**config.mk**
```make
export PLATFORM = sky130hd
export DESIGN_NAME = apb_mig_ctrl
export DESIGN_NICKNAME = d
export VERILOG_FILES = /design/src/rtl/apb_mig_ctrl.sv
export SDC_FILE = /design/constraint.sdc
export NUM_CORES = 1
export LEC_CHECK = 0
export ABC_CLOCK_PERIOD_IN_PS = 1800
export CELL_PAD_IN_SITES_DETAIL_PLACEMENT = 1
export CELL_PAD_IN_SITES_GLOBAL_PLACEMENT = 2
export CORE_AREA = 3 3 185 187
export DETAILED_ROUTE_END_ITERATION = 10
export DIE_AREA = 0 0 188 190
export GPL_TIMING_DRIVEN = 1
export PLACE_DENSITY_LB_ADDON = 0.1
export RECOVER_POWER = 100
export SYNTH_ARGS = -nofsm -noshare
export SYNTH_HDL_FRONTEND = slang
export SYNTH_SLANG_ARGS = --single-unit
```
**constraint.sdc**
```tcl
create_clock -name clk_i -period 1.8 [get_ports clk_i]
set_input_delay 0.36 -clock clk_i [delete_from_list [all_inputs] [get_ports clk_i]]
set_output_delay 0.36 -clock clk_i [all_outputs]
set_load 0.01 [all_outputs]
```
**src/rtl/apb_mig_ctrl.sv**
```systemverilog
`default_nettype none
// ============================================================================
// Module  : apb_mig_ctrl
// Brief   : APB4 slave that sequences single-beat accesses onto the MIG native
//           application interface. Optional read watchdog: APB_MIG_RD_TIMEOUT_EN
// Revision: 1.0 - initial release
// ============================================================================
module apb_mig_ctrl #(
    parameter int unsigned APB_ADDR_WIDTH = 32,
    parameter int unsigned MIG_ADDR_WIDTH = 27,
    parameter int unsigned DATA_WIDTH     = 128,
    parameter int unsigned TIMEOUT_CYCLES = 1024
) (
    input  logic                        clk_i,
    input  logic                        rst_i,
    input  logic                        psel_i,
    input  logic                        penable_i,
    input  logic                        pwrite_i,
    input  logic [APB_ADDR_WIDTH-1:0]   paddr_i,
    input  logic [31:0]                 pwdata_i,
    input  logic [3:0]                  pstrb_i,
    output logic [31:0]                 prdata_o,
    output logic                        pready_o,
    output logic                        pslverr_o,
    input  logic                        init_calib_complete_i,
    output logic [MIG_ADDR_WIDTH-1:0]   app_addr_o,
    output logic [2:0]                  app_cmd_o,
    output logic                        app_en_o,
    input  logic                        app_rdy_i,
    output logic [DATA_WIDTH-1:0]       app_wdf_data_o,
    output logic [DATA_WIDTH/8-1:0]     app_wdf_mask_o,
    output logic                        app_wdf_wren_o,
    output logic                        app_wdf_end_o,
    input  logic                        app_wdf_rdy_i,
    input  logic [DATA_WIDTH-1:0]       app_rd_data_i,
    input  logic                        app_rd_data_valid_i
);

    localparam int unsigned STRB_WIDTH = DATA_WIDTH / 8;
    localparam int unsigned LANES      = DATA_WIDTH / 32;

    typedef enum logic [2:0] {
        S_IDLE    = 3'd0,
        S_WR      = 3'd1,
        S_RD_CMD  = 3'd2,
        S_RD_WAIT = 3'd3,
        S_DONE    = 3'd4
    } state_t;

    state_t                     r_state;
    state_t                     w_next;
    logic [MIG_ADDR_WIDTH-1:0]  r_addr;
    logic [1:0]                 r_lane;
    logic [31:0]                r_wdata;
    logic [STRB_WIDTH-1:0]      r_mask;
    logic                       r_err;
    logic                       r_cmd_done;
    logic                       r_wdf_done;
    logic [31:0]                r_prdata;

    logic                       w_access;
    logic                       w_addr_err;
    logic                       w_cmd_fire;
    logic                       w_wdf_fire;
    logic                       w_rd_take;
    logic                       w_timeout;
    logic                       w_stale;
    logic [STRB_WIDTH-1:0]      w_mask;

    assign w_access   = psel_i & penable_i & init_calib_complete_i;
    assign w_addr_err = (paddr_i[APB_ADDR_WIDTH-1:MIG_ADDR_WIDTH+1] != '0) ||
                        (paddr_i[1:0] != 2'b00);
    // Strobe shift of 4 bits per lane mirrors the controller's lane mapping.
    assign w_mask     = ~({{(STRB_WIDTH-4){1'b0}}, pstrb_i} << {paddr_i[3:2], 2'b00});
    assign w_cmd_fire = app_en_o & app_rdy_i;
    assign w_wdf_fire = app_wdf_wren_o & app_wdf_rdy_i;
    assign w_rd_take  = (r_state == S_RD_WAIT) & app_rd_data_valid_i & ~w_stale;

`ifdef APB_MIG_RD_TIMEOUT_EN
    localparam int unsigned TMO_W = $clog2(TIMEOUT_CYCLES) + 1;
    logic [TMO_W-1:0] r_tmo_cnt;
    logic             r_stale;

    assign w_timeout = ((r_state == S_RD_CMD) || (r_state == S_RD_WAIT)) &&
                       (r_tmo_cnt == TMO_W'(TIMEOUT_CYCLES - 1));
    assign w_stale   = r_stale;

    // A read abandoned after its command was accepted still owes one data beat.
    always_ff @(posedge clk_i) begin
        if (rst_i) begin
            r_tmo_cnt <= '0;
            r_stale   <= 1'b0;
        end else begin
            if ((r_state == S_RD_CMD) || (r_state == S_RD_WAIT))
                r_tmo_cnt <= r_tmo_cnt + 1'b1;
            else
                r_tmo_cnt <= '0;
            if (r_stale && app_rd_data_valid_i)
                r_stale <= 1'b0;
            else if (w_timeout && !w_rd_take && ((r_state == S_RD_WAIT) || w_cmd_fire))
                r_stale <= 1'b1;
        end
    end
`else
    assign w_timeout = 1'b0;
    assign w_stale   = 1'b0;
`endif

    always_comb begin
        w_next = r_state;
        case (r_state)
            S_IDLE: begin
                if (w_access)
                    w_next = w_addr_err ? S_DONE : (pwrite_i ? S_WR : S_RD_CMD);
            end
            S_WR: begin
                if ((r_cmd_done | w_cmd_fire) && (r_wdf_done | w_wdf_fire))
                    w_next = S_DONE;
            end
            S_RD_CMD: begin
                if (w_timeout)
                    w_next = S_DONE;
                else if (app_rdy_i)
                    w_next = S_RD_WAIT;
            end
            S_RD_WAIT: begin
                if (w_rd_take || w_timeout)
                    w_next = S_DONE;
            end
            S_DONE:  w_next = S_IDLE;
            default: w_next = S_IDLE;
        endcase
    end

    always_ff @(posedge clk_i) begin
        if (rst_i) begin
            r_state    <= S_IDLE;
            r_addr     <= '0;
            r_lane     <= '0;
            r_wdata    <= '0;
            r_mask     <= '0;
            r_err      <= 1'b0;
            r_cmd_done <= 1'b0;
            r_wdf_done <= 1'b0;
            r_prdata   <= '0;
        end else begin
            r_state <= w_next;
            if ((r_state == S_IDLE) && w_access) begin
                r_addr     <= {paddr_i[MIG_ADDR_WIDTH:4], 3'b000};
                r_lane     <= paddr_i[3:2];
                r_wdata    <= pwdata_i;
                r_mask     <= w_mask;
                r_err      <= w_addr_err;
                r_cmd_done <= 1'b0;
                r_wdf_done <= 1'b0;
            end
            if ((r_state == S_WR) && w_cmd_fire)
                r_cmd_done <= 1'b1;
            if ((r_state == S_WR) && w_wdf_fire)
                r_wdf_done <= 1'b1;
            if (w_rd_take) begin
                r_prdata <= app_rd_data_i[32*r_lane +: 32];
            end else if (w_timeout) begin
                r_prdata <= 32'hDEAD_BEEF;
                r_err    <= 1'b1;
            end
        end
    end

    assign prdata_o       = r_prdata;
    assign pready_o       = (r_state == S_DONE);
    assign pslverr_o      = (r_state == S_DONE) & r_err;
    assign app_addr_o     = r_addr;
    assign app_cmd_o      = (r_state == S_RD_CMD) ? 3'b001 : 3'b000;
    assign app_en_o       = ((r_state == S_WR) & ~r_cmd_done) | (r_state == S_RD_CMD);
    assign app_wdf_wren_o = (r_state == S_WR) & ~r_wdf_done;
    assign app_wdf_end_o  = app_wdf_wren_o;
    assign app_wdf_data_o = {LANES{r_wdata}};
    assign app_wdf_mask_o = r_mask;

endmodule
`default_nettype wire

```
# Word-level counts from Yosys, hierarchy flattened
# Index checks and enable logic that the tools add are counted.
dict set report totals {
  in_bits 205
  word_cells 55
  ff_bits 112
  out_inout_bits 211
}
dict set report op_classes {
  shifts 2
  bitwise 14
  muxes 11
  reduce_logical 11
  eq_ne 8
}
# operator count
set ops {}
lappend ops {{$shiftx A128 B8 Y32} 1}
lappend ops {{$not A16 Y16} 1}
lappend ops {{$shl A4 B4 Y16} 1}
lappend ops {{$mux W3} 5}
lappend ops {{$pmux W3 S4} 1}
lappend ops {{$and A1 B1 Y1} 8}
lappend ops {{$ne A2 B2 Y1 const B} 4}
lappend ops {{$eq A3 B2 Y1 const B} 2}
lappend ops {{$reduce_bool A2 Y1} 3}
lappend ops {{$logic_and A1 B1 Y1} 4}
lappend ops {{$mux W1} 4}
lappend ops {{$reduce_and A4 Y1} 1}
lappend ops {{$reduce_bool A4 Y1} 1}
lappend ops {{$eq A3 B1 Y1 const B} 1}
lappend ops {{$eq A3 B3 Y1 const B} 1}
lappend ops {{$logic_not A3 Y1} 1}
lappend ops {{$or A1 B1 Y1} 3}
lappend ops {{$mux W2} 1}
lappend ops {{$not A1 Y1} 2}
lappend ops {{$logic_or A1 B1 Y1} 1}

# Longest topological paths before layout
# Gate-level depths: netlist (run 1).
dict set report logic_depth {
  depth_word 8
  depth_mapped 6
  ltp_nobuf 4
}

# Worst setup path after synthesis (run 1)
# Ideal clock, no wire load.
dict set report synth_path {
  path_type {register -> register}
  from {register r_lane[0]}
  to {register r_prdata[10], in the netlist prdata_o[10]}
  n_path_buf 2
  slack_ns 0.315
  t_arrival_ns 1.353
  required_ns 1.668
  synth_period_minus_slack_ns 1.485
  stages_incl_launch_ff 6
  setup_time_ns 0.132
  path_cell_list {dfxtp_1 > buf_4 > buf_2 > mux4_2 > nand2_1 > a21oi_1}
}
dict set report synth_between {
  elab_chain_cells 1
}
# item line
set synth_rtl {}
lappend synth_rtl {{start: declaration} 53} ;# logic [1:0] r_lane;
lappend synth_rtl {{start signal: assignment} 150} ;# r_lane <= paddr_i[3:2];
lappend synth_rtl {{$shiftx A128 B8 Y32} 162} ;# r_prdata <= app_rd_data_i[32*r_lane +: 32];
lappend synth_rtl {{end signal: assignment} 162}
lappend synth_rtl {{end: declaration} 59} ;# logic [31:0] r_prdata;
# No other way between the ends.
# A chain may end at the register's enable or synchronous reset.

# Worst setup path in the final report (run 1)
dict set report layout_path {
  from {register r_state[0]}
  to {register r_wdf_done}
}
dict set report layout_between {
  elab_chain_cells 5
  word_cells_on_any_way 8
  cone_classes {eq/ne: 1; mux: 1; bitwise: 2; reduce/logical: 4}
}
# item line
set layout_rtl {}
lappend layout_rtl {{start: declaration} 50} ;# state_t r_state;
lappend layout_rtl {{start signal: assignment} 147} ;# r_state <= w_next;
lappend layout_rtl {{$eq A3 B1 Y1} {159, 176}}
lappend layout_rtl {{$and A1 B1 Y1} 176} ;# assign app_wdf_wren_o = (r_state == S_WR) & ~r_wdf_done;
lappend layout_rtl {{$and A1 B1 Y1} 76} ;# assign w_wdf_fire = app_wdf_wren_o & app_wdf_rdy_i;
lappend layout_rtl {{$logic_and A1 B1 Y1} 159} ;# if ((r_state == S_WR) && w_wdf_fire)
lappend layout_rtl {{$mux W1 / $reduce_bool A2 Y1 (equally long branches)} -}
lappend layout_rtl {{end signal: assignment} 144} ;# r_wdf_done <= 1'b0;
lappend layout_rtl {{end signal: assignment} 155} ;# r_wdf_done <= 1'b0;
lappend layout_rtl {{end signal: assignment} 160} ;# r_wdf_done <= 1'b1;
lappend layout_rtl {{end: declaration} 58} ;# logic r_wdf_done;
# Parallel ways exist; a longest one is shown, timed or not.

==> results of run 1 <==
-- sequential cells by signal, summed over array words and instances, names as in the netlist --
name	cells
prdata_o	32
r_wdata	32
app_addr_o	24
app_wdf_mask_o	16
r_state	3
r_lane	2
r_cmd_done	1
r_err	1
r_wdf_done	1
-- what timing repair did --
| action | in CTS | in global routing |
|---|---|---|
| setup buffers | 0 | 1 |
| endpoints found under the hold margin | 0 | 0 |
| gates resized for setup | 24 | 19 |
| endpoints found under the setup margin | 23 | 63 |
-- critical path, cell delays in order, from the launching register on --
cell	delay, ns
dfxtp_2	0.36
buf_4	0.16
or4_2	0.74
buf_8	0.21
a22oi_1	0.14
nor2_1	0.05
-- layout make-up --
cell class | count | area share (%)
Clock buffer | 9 | 2.28
Clock inverter | 6 | 0.556
Multi-Input combinational cell | 385 | 24.0
Sequential cell | 112 | 22.8
Tap cell | 442 | 5.59
Timing Repair Buffer | 446 | 44.8
-- through the flow --
stage          std cells  setup WS [ns]  total power, W  setup TNS (ns)
3_3_place_gp        1384         -0.384         0.00402          -23.17
2_1_floorplan        645          0.315         0.00320               0
5_1_grt             1400        -0.0734         0.00628           -1.53
3_5_place_dp        1384         -0.391         0.00403          -24.18
4_1_cts             1399        -0.0141         0.00613         -0.0176
6_report            1400        0.00715         0.00594               0
-- cells by family after synthesis --
family / share of synthesized area, %
buf+inv: 17.8
compound gates: 12.2
mux: 13.0
other cells: 0.0676
simple gates: 16.6
flops: 40.4
-- synthesized netlist by cell type, types with 2 or more instances --
cell        n
nor2_1     27
or4_1       2
nor3_1      2
dfxtp_1   112
buf_4     107
nand2b_1    2
a311oi_1   16
nand2_1   184
a21oi_1    92
nor2b_1     2
mux4_2     32
buf_2      25
and2_1      2
nor4_1      2
nand3_1     2
clkbuf_1   15
o21ai_0     2
-- report_power, final --
group	internal, W	leakage, nW	switching (W)
combinational	0.000832	2.45	0.000475
clock	0.000961	0.132	0.00105
sequential	0.00256	0.914	0.0000690
total	0.00435	3.50	0.00159
-- metal layers --
layer	track usage (%)	vias to the layer above
met2	23.8	245
met1	14.2	2605
li1	-	2682
met5	0	-
met4	3.41	0
met3	4.48	12
-- worst paths after layout --
check                    from             end  cells after the start
hold reg to reg   prdata_o[9]     prdata_o[9]                      2
setup reg to reg   r_state[0]      r_wdf_done                      5
setup / recovery   r_state[0]      r_wdf_done                      5
hold / removal          rst_i  app_addr_o[13]                      2
==> flow_metrics.env, run 1 <==
export IMPL_status="complete, no violations"
export IMPL_wl_per_cell_um=17.4
export IMPL_synth_warnings=0
export IMPL_whs_ns=0.356
export IMPL_first_pass_iters=4
export IMPL_clk_path_buf_depth=2
export IMPL_start_util_pct=17.0
export IMPL_syn_to_final_growth_pct=78.3
export IMPL_wl_met2_um=12600
export IMPL_clk_latency_ns=0.36
export IMPL_skew_ns=0.0105
export IMPL_drive_gt1_share_pct=11.0
export IMPL_grt_pass1_vias=5745
export IMPL_grt_max_degree=59
export IMPL_wl_met1_um=9330
export IMPL_power_density_nw_per_um2=600
export IMPL_antenna_found_initial=0
export IMPL_numCtsBuffers=9
export IMPL_fmax_mhz=558
export IMPL_finalWirelength_um=24400
export IMPL_nets=1159
export IMPL_setup_violations=0
export IMPL_grt_usage_pct=13.0
export IMPL_drc_errors=0
export IMPL_dr_wl_met3_um=2210
export IMPL_ir_drop_mv=0.359
export IMPL_synth_seq_area_share_pct=40.4
export IMPL_async_flop_share_pct=0
export IMPL_worstPathRequired_ns=2.03
export IMPL_period_needed_ns=1.79
export IMPL_finalCritPeriodShare_pct=99.6
export IMPL_fp_row_count=66
export IMPL_synth_top_area_cell="dfxtp_1"
export IMPL_highest_layer="met4"
export IMPL_clkTransAtPathRegs_ns=0.09
export IMPL_crit_path_end_kind="flop"
export IMPL_grt_ovfl_total=0
export IMPL_mostFrequentLayoutCells="clkdlybuf4s50_1 (336), nand2_1 (184), dfxtp_1 (99)"
export IMPL_num_vias=5544
export IMPL_setup_worst_path_start_class="flop"
export IMPL_ff2ff_setup_slack_ns=0.007
export IMPL_synth_edf_count=0
export IMPL_crit_type="flop to flop"
export IMPL_synth_distinct_cells=32
export IMPL_viasPerCell=3.96
export IMPL_ctsRootBufferMaster="clkbuf_16"
export IMPL_max_cap_viol_count=0
export IMPL_path_max_fanout=19
export IMPL_dieArea_um2=35700
export IMPL_synth_area_leaders="dfxtp_1 (40%), buf_4 (14%), mux4_2 (13%)"
export IMPL_rsz0062_at_grt="yes"
export IMPL_placed_cell_area_um2=9600
export IMPL_htree_levels=3
export IMPL_syn_area_um2=5550
export IMPL_cts_sinks=112
export IMPL_ant_nets=0
export IMPL_initialDrtViolationCount=179
export IMPL_dp_hpwl_um=19300
export IMPL_fillCellCount=3747
export IMPL_layout_commonest_cell="clkdlybuf4s50_1"
export IMPL_crit_arrival_ns=2.02
export IMPL_synth_cells=641
export IMPL_grt_pass1_wl_um=35600
export IMPL_cts_tree="built"
export IMPL_finalHoldViolCount=0
export IMPL_synth_seq_cells=112
export IMPL_core_area_um2=32600
export IMPL_multi_input_area_um2=2370
export IMPL_hp_class="primary input to flop"
export IMPL_avgSynthCellArea_um2=8.66
export IMPL_synth_top_area_share_pct=40.4
export IMPL_dieHeight_um=190
export IMPL_insertedDiodeCount=0
export IMPL_ctsHoldBuffers=0
export IMPL_maxSlewViolCount=0
export IMPL_ys_flop_type="dfxtp_1"
export IMPL_die_x_um=188
export IMPL_fin_area_um2=9900
export IMPL_p_leak_nw=3.50
export IMPL_port_buffers=410
export IMPL_regArea_um2=2260
export IMPL_pin_count=416
export IMPL_routabilityCongestion=0.686
export IMPL_utilization_pct=30.3
No activity file was read; power rests on OpenSTA's default activity.
==> inputs of run 2 (changes only) <==
- CORE_AREA: 3 3 185 187 -> 2 2 184 186
- DIE_AREA: 0 0 188 190 -> 0 0 186 188
- PLACE_DENSITY: not set -> 0.8
- PLACE_DENSITY_LB_ADDON: 0.1 -> not set
==> flow_metrics.env, run 2 (synthesis results as in run 1) <==
export IMPL_status="complete, no violations"
export IMPL_cts_tree="built"
export IMPL_dpl_worst_slack_ns=-0.382
export IMPL_viasPerCell=3.99
export IMPL_max_stage_delay_ns=0.59
export IMPL_clkTransAtPathRegs_ns=0.08
export IMPL_layout_commonest_cell="clkdlybuf4s50_1"
export IMPL_grt_pass1_vias=5850
export IMPL_syn_to_final_growth_pct=80.3
export IMPL_dp_hpwl_um=18300
export IMPL_finalCritPeriodShare_pct=95.9
export IMPL_ant_nets=0
export IMPL_ff2ff_setup_slack_ns=0.12
export IMPL_grt_max_degree=42
export IMPL_hp_class="primary input to flop"
export IMPL_routabilityCongestion=0.733
export IMPL_path_max_fanout=5
export IMPL_fin_area_um2=10000
export IMPL_ir_drop_mv=0.431
export IMPL_finalWirelength_um=22700
export IMPL_crit_type="flop to output port"
export IMPL_utilization_pct=30.2
export IMPL_crit_arrival_ns=1.37
export IMPL_fmax_mhz=579
export IMPL_cp_top_family="buffers and inverters"
export IMPL_start_util_pct=16.8
export IMPL_hold_depth=2
export IMPL_first_pass_iters=4
export IMPL_clk_latency_ns=0.36
export IMPL_drive_gt1_share_pct=11.5
export IMPL_slew_headroom_pct=64.6
export IMPL_worst_slew_pin_slew_ns=0.526
export IMPL_mostFrequentLayoutCells="clkdlybuf4s50_1 (328), nand2_1 (184), dfxtp_1 (94)"
export IMPL_whs_ns=0.358
export IMPL_max_cap_viol_count=0
export IMPL_dieHeight_um=188
export IMPL_num_vias=5640
export IMPL_initialDrtViolationCount=106
export IMPL_finalHoldViolCount=0
export IMPL_wl_per_cell_um=16.1
export IMPL_path_buf_inv=1
export IMPL_crit_path_end_kind="output port"
export IMPL_reg2reg_depth=5
export IMPL_skew_ns=0.0103
export IMPL_core_area_um2=33100
export IMPL_setup_violations=0
export IMPL_die_x_um=186
export IMPL_htree_levels=3
export IMPL_ctsRootBufferMaster="clkbuf_16"
export IMPL_pin_count=416
export IMPL_clk_path_buf_depth=2
export IMPL_worstPathRequired_ns=1.44
export IMPL_grt_usage_pct=12.6
export IMPL_hold_end="r_cmd_done"
export IMPL_period_needed_ns=1.73
export IMPL_maxSlewViolCount=0
export IMPL_dp_cells=1393
export IMPL_grt_pass1_wl_um=33700
export IMPL_dieArea_um2=35000
export IMPL_timing_final_ws_setup_ns=0.0740
export IMPL_nets=1163
export IMPL_slowest_stage="clkdlybuf4s50_1"
export IMPL_placed_cell_area_um2=9690
export IMPL_p_leak_nw=3.56
export IMPL_drc_errors=0
export IMPL_fp_row_count=67
export IMPL_port_buffers=410
export IMPL_fin_cells=1413
export IMPL_grt_ovfl_total=0
export IMPL_numCtsBuffers=9
export IMPL_power_density_nw_per_um2=620
export IMPL_cp_cell_sequence="clkdlybuf4s50_1"
export IMPL_antenna_found_initial=7
export IMPL_setup_worst_path_start_class="flop"
export IMPL_rr_startpoint="r_state[0]"
export IMPL_ctsHoldBuffers=0
export IMPL_min_from="rst_i"
export IMPL_cts_sinks=112
export IMPL_r2r_end="r_wdata[12]"
-- run 2: cell count changes in the layout (fill, tap and decap cells not counted), moves of 3 or more --
cell             change
dlygate4sd3_1        +5
dfxtp_1              -5
dfxtp_2              +4
clkdlybuf4s50_1      -8
buf_12               +3
buf_4                -3
-- run 2: area by class of cell --
cell class	count	area [um2]
fillers	3854	23100
repair buffers	450	4480
multi-input cells	385	2370
flip-flops and latches	112	2270
well taps	448	561
clock buffers	9	225
clock inverters	7	101
diodes	2	5.00
-- run 2: metrics by stage --
stage	setup TNS (ns)	total power, W
floorplan	0	0.00320
global placement	-23.43	0.00401
detailed placement	-25.88	0.00403
CTS	0	0.00641
global route	-0.00158	0.00655
finish	0	0.00620
-- run 2: what timing repair did --
action | in CTS | in global routing
resized for setup | 29 | 15
pin swaps | 1 | 0
setup buffers | 0 | 1
cloned | 0 | 1
endpoints found under the setup margin | 25 | 106
-- run 2: worst register-to-register path, delay by kind of cell, from the launching register on --
family	cells	cell delay [ns]
AO/OA/AOI/OAI	1	0.07
buffers and inverters	2	0.41
flip-flops	1	0.37
AND/OR/NAND/NOR	2	0.71
-- run 2: how the worst max path moves through the flow --
stage / cells past startpoint / start / endpoint / slack [ns]
CTS: 3 / r_state[0] / pslverr_o / 0.004
global route: 4 / r_state[1] / app_en_o / -0.002
detailed placement: 7 / init_calib_complete_i / r_wdata[31] / -0.38
global placement: 6 / init_calib_complete_i / r_wdf_done / -0.33
floorplan: 5 / r_lane[0] / prdata_o[10] / 0.31
finish: 1 / r_wdata[16] / app_wdf_data_o[112] / 0.07
-- run 2: metal layers --
metal	vias to the layer above	share of wire (%)	global-route usage (%)
met5	-	0.25	0
met1	2634	35	12.7
li1	2701	-	-
met3	29	10	4.84
met4	10	1.4	2.85
met2	266	53	24.1
-- run 2: report_power, final --
part           internal (W)  switching (W)
Sequential          0.00256      0.0000755
Combinational      0.000832       0.000468
Clock               0.00124        0.00103
Total               0.00463        0.00158
==> inputs of run 3 (changes only) <==
- CORE_AREA: 2 2 184 186 -> 2 2 179 181
- CTS_BUF_LIST: not set -> sky130_fd_sc_hd__clkbuf_4
- DIE_AREA: 0 0 186 188 -> 0 0 181 183
- PLACE_DENSITY: 0.8 -> 0.84
- SKIP_CTS_REPAIR_TIMING: not set -> 1
==> flow_metrics.env, run 3 (synthesis results as in run 1) <==
export IMPL_status="finished with violations"
export IMPL_violations="setup timing"
export IMPL_p_leak_nw=7.07
export IMPL_finalCritPeriodShare_pct=108
export IMPL_port_buffers=410
export IMPL_routabilityCongestion=0.715
export IMPL_multi_input_area_um2=2390
export IMPL_cts_tree="built"
export IMPL_nets=1188
export IMPL_wl_per_cell_um=17.0
export IMPL_pin_count=416
export IMPL_max_stage_delay_ns=0.40
export IMPL_syn_to_final_growth_pct=92.9
export IMPL_fillCellCount=3529
export IMPL_placed_cell_area_um2=9610
export IMPL_timing_final_ws_setup_ns=-0.149
export IMPL_power_density_nw_per_um2=499
export IMPL_finalWirelength_um=23600
export IMPL_viasPerCell=4.09
export IMPL_ctsRootBufferMaster="clkbuf_4"
export IMPL_dieArea_um2=33100
export IMPL_grt_max_degree=74
export IMPL_grt_pass1_wl_um=33100
export IMPL_fin_area_um2=10700
export IMPL_tns_ns=-0.579
export IMPL_ant_nets=0
export IMPL_cp_common_cell="buf_6"
export IMPL_cp_cell_sequence="nand2b_4 -> buf_6 -> nor3_4 -> buf_6 -> buf_6 -> buf_6"
export IMPL_dp_cells=1346
export IMPL_num_vias=5690
export IMPL_clk_latency_ns=0.52
export IMPL_period_needed_ns=1.95
export IMPL_design_power_total_w=0.00534
export IMPL_max_cap_viol_count=0
export IMPL_initialDrtViolationCount=108
export IMPL_drc_errors=0
export IMPL_setup_worst_path_start_class="flop"
export IMPL_dp_hpwl_um=17500
export IMPL_finalHoldViolCount=0
export IMPL_drive_gt1_share_pct=19.3
export IMPL_path_max_fanout=4
export IMPL_crit_arrival_ns=1.59
export IMPL_grt_pass1_vias=5811
export IMPL_die_x_um=181
export IMPL_mostFrequentLayoutCells="clkdlybuf4s50_1 (203), dlymetal6s2s_1 (201), nand2_1 (184)"
export IMPL_path_buf_inv=4
export IMPL_clkTransAtPathRegs_ns=0.24
export IMPL_layout_commonest_cell="clkdlybuf4s50_1"
export IMPL_regArea_um2=2400
export IMPL_crit_type="flop to output port"
export IMPL_antenna_found_initial=2
export IMPL_htree_levels=3
export IMPL_worstPathRequired_ns=1.44
export IMPL_numCtsBuffers=9
export IMPL_start_util_pct=17.8
export IMPL_rsz0062_at_grt="yes"
export IMPL_first_pass_iters=4
export IMPL_setup_violations=5
export IMPL_crit_path_end_kind="output port"
export IMPL_slowest_stage="dfxtp_4"
export IMPL_grt_ovfl_total=0
export IMPL_hp_class="primary input to flop"
export IMPL_grt_usage_pct=12.9
export IMPL_cts_sinks=112
export IMPL_fp_row_count=65
export IMPL_core_area_um2=31200
export IMPL_clk_path_buf_depth=2
export IMPL_fmax_mhz=513
export IMPL_fin_cells=1391
export IMPL_dieHeight_um=183
export IMPL_ir_drop_mv=0.305
export IMPL_maxSlewViolCount=0
export IMPL_skew_ns=0.0480
export IMPL_cp_top_family="buffers and inverters"
## run 3: changes by cell type in the layout (fill, tap and decap cells not counted), sizes merged
cell	delta
buf	+34
bufinv	-2
clkbuf	-9
clkdlybuf4s15	-2
clkdlybuf4s50	-125
clkinv	+2
clkinvlp	-1
diode	-1
dlygate4sd2	-2
dlygate4sd3	-72
dlymetal6s2s	+201
inv	+1
## run 3: stage by stage
stage | setup slack [ns] | util, % | hold slack [ns]
final | -0.149 | 34.3 | 0.0666
after global routing | -0.276 | 34.3 | 0.00563
after CTS | -0.722 | 31.3 | 0.0156
after detailed placement | -0.382 | 30.8 | 0.448
after global placement | -0.314 | 30.8 | 0.441
after floorplan | 0.315 | - | 0.469
## run 3: per-layer routing
layer	routed length (um)	vias up	track usage [%]	share of wire (%)
met5	13	-	0	0.055
met1	9290	2653	14.1	39
met3	1840	20	3.69	7.8
met4	333	2	2.76	1.4
li1	-	2753	-	-
met2	12100	262	24.5	51
## run 3: path summary, 6_finish.rpt
| check | from | endpoint | slack [ns] | cells past startpoint |
|---|---|---|---|---|
| max | r_state[1] | app_wdf_wren_o | -0.15 | 6 |
| min | rst_i | app_wdf_mask_o[8] | 0.07 | 2 |
| max reg2reg | r_state[1] | r_cmd_done | 0.12 | 6 |
| min reg2reg | prdata_o[6] | prdata_o[6] | 0.46 | 2 |
## run 3: power breakdown
part	internal, W	total, W	switching (W)
Combinational	0.000862	0.00136	0.000494
Sequential	0.00254	0.00261	0.0000677
Clock	0.000340	0.00138	0.00104
Total	0.00374	0.00534	0.00160
## run 3: final cells by class
type,count,area share (%)
multi-input combinational,385,22.3
antenna,1,0.0234
clock inverter,7,0.748
sequential,112,22.4
timing repair buffer,475,49.1
tap,402,4.70
clock buffer,9,0.631
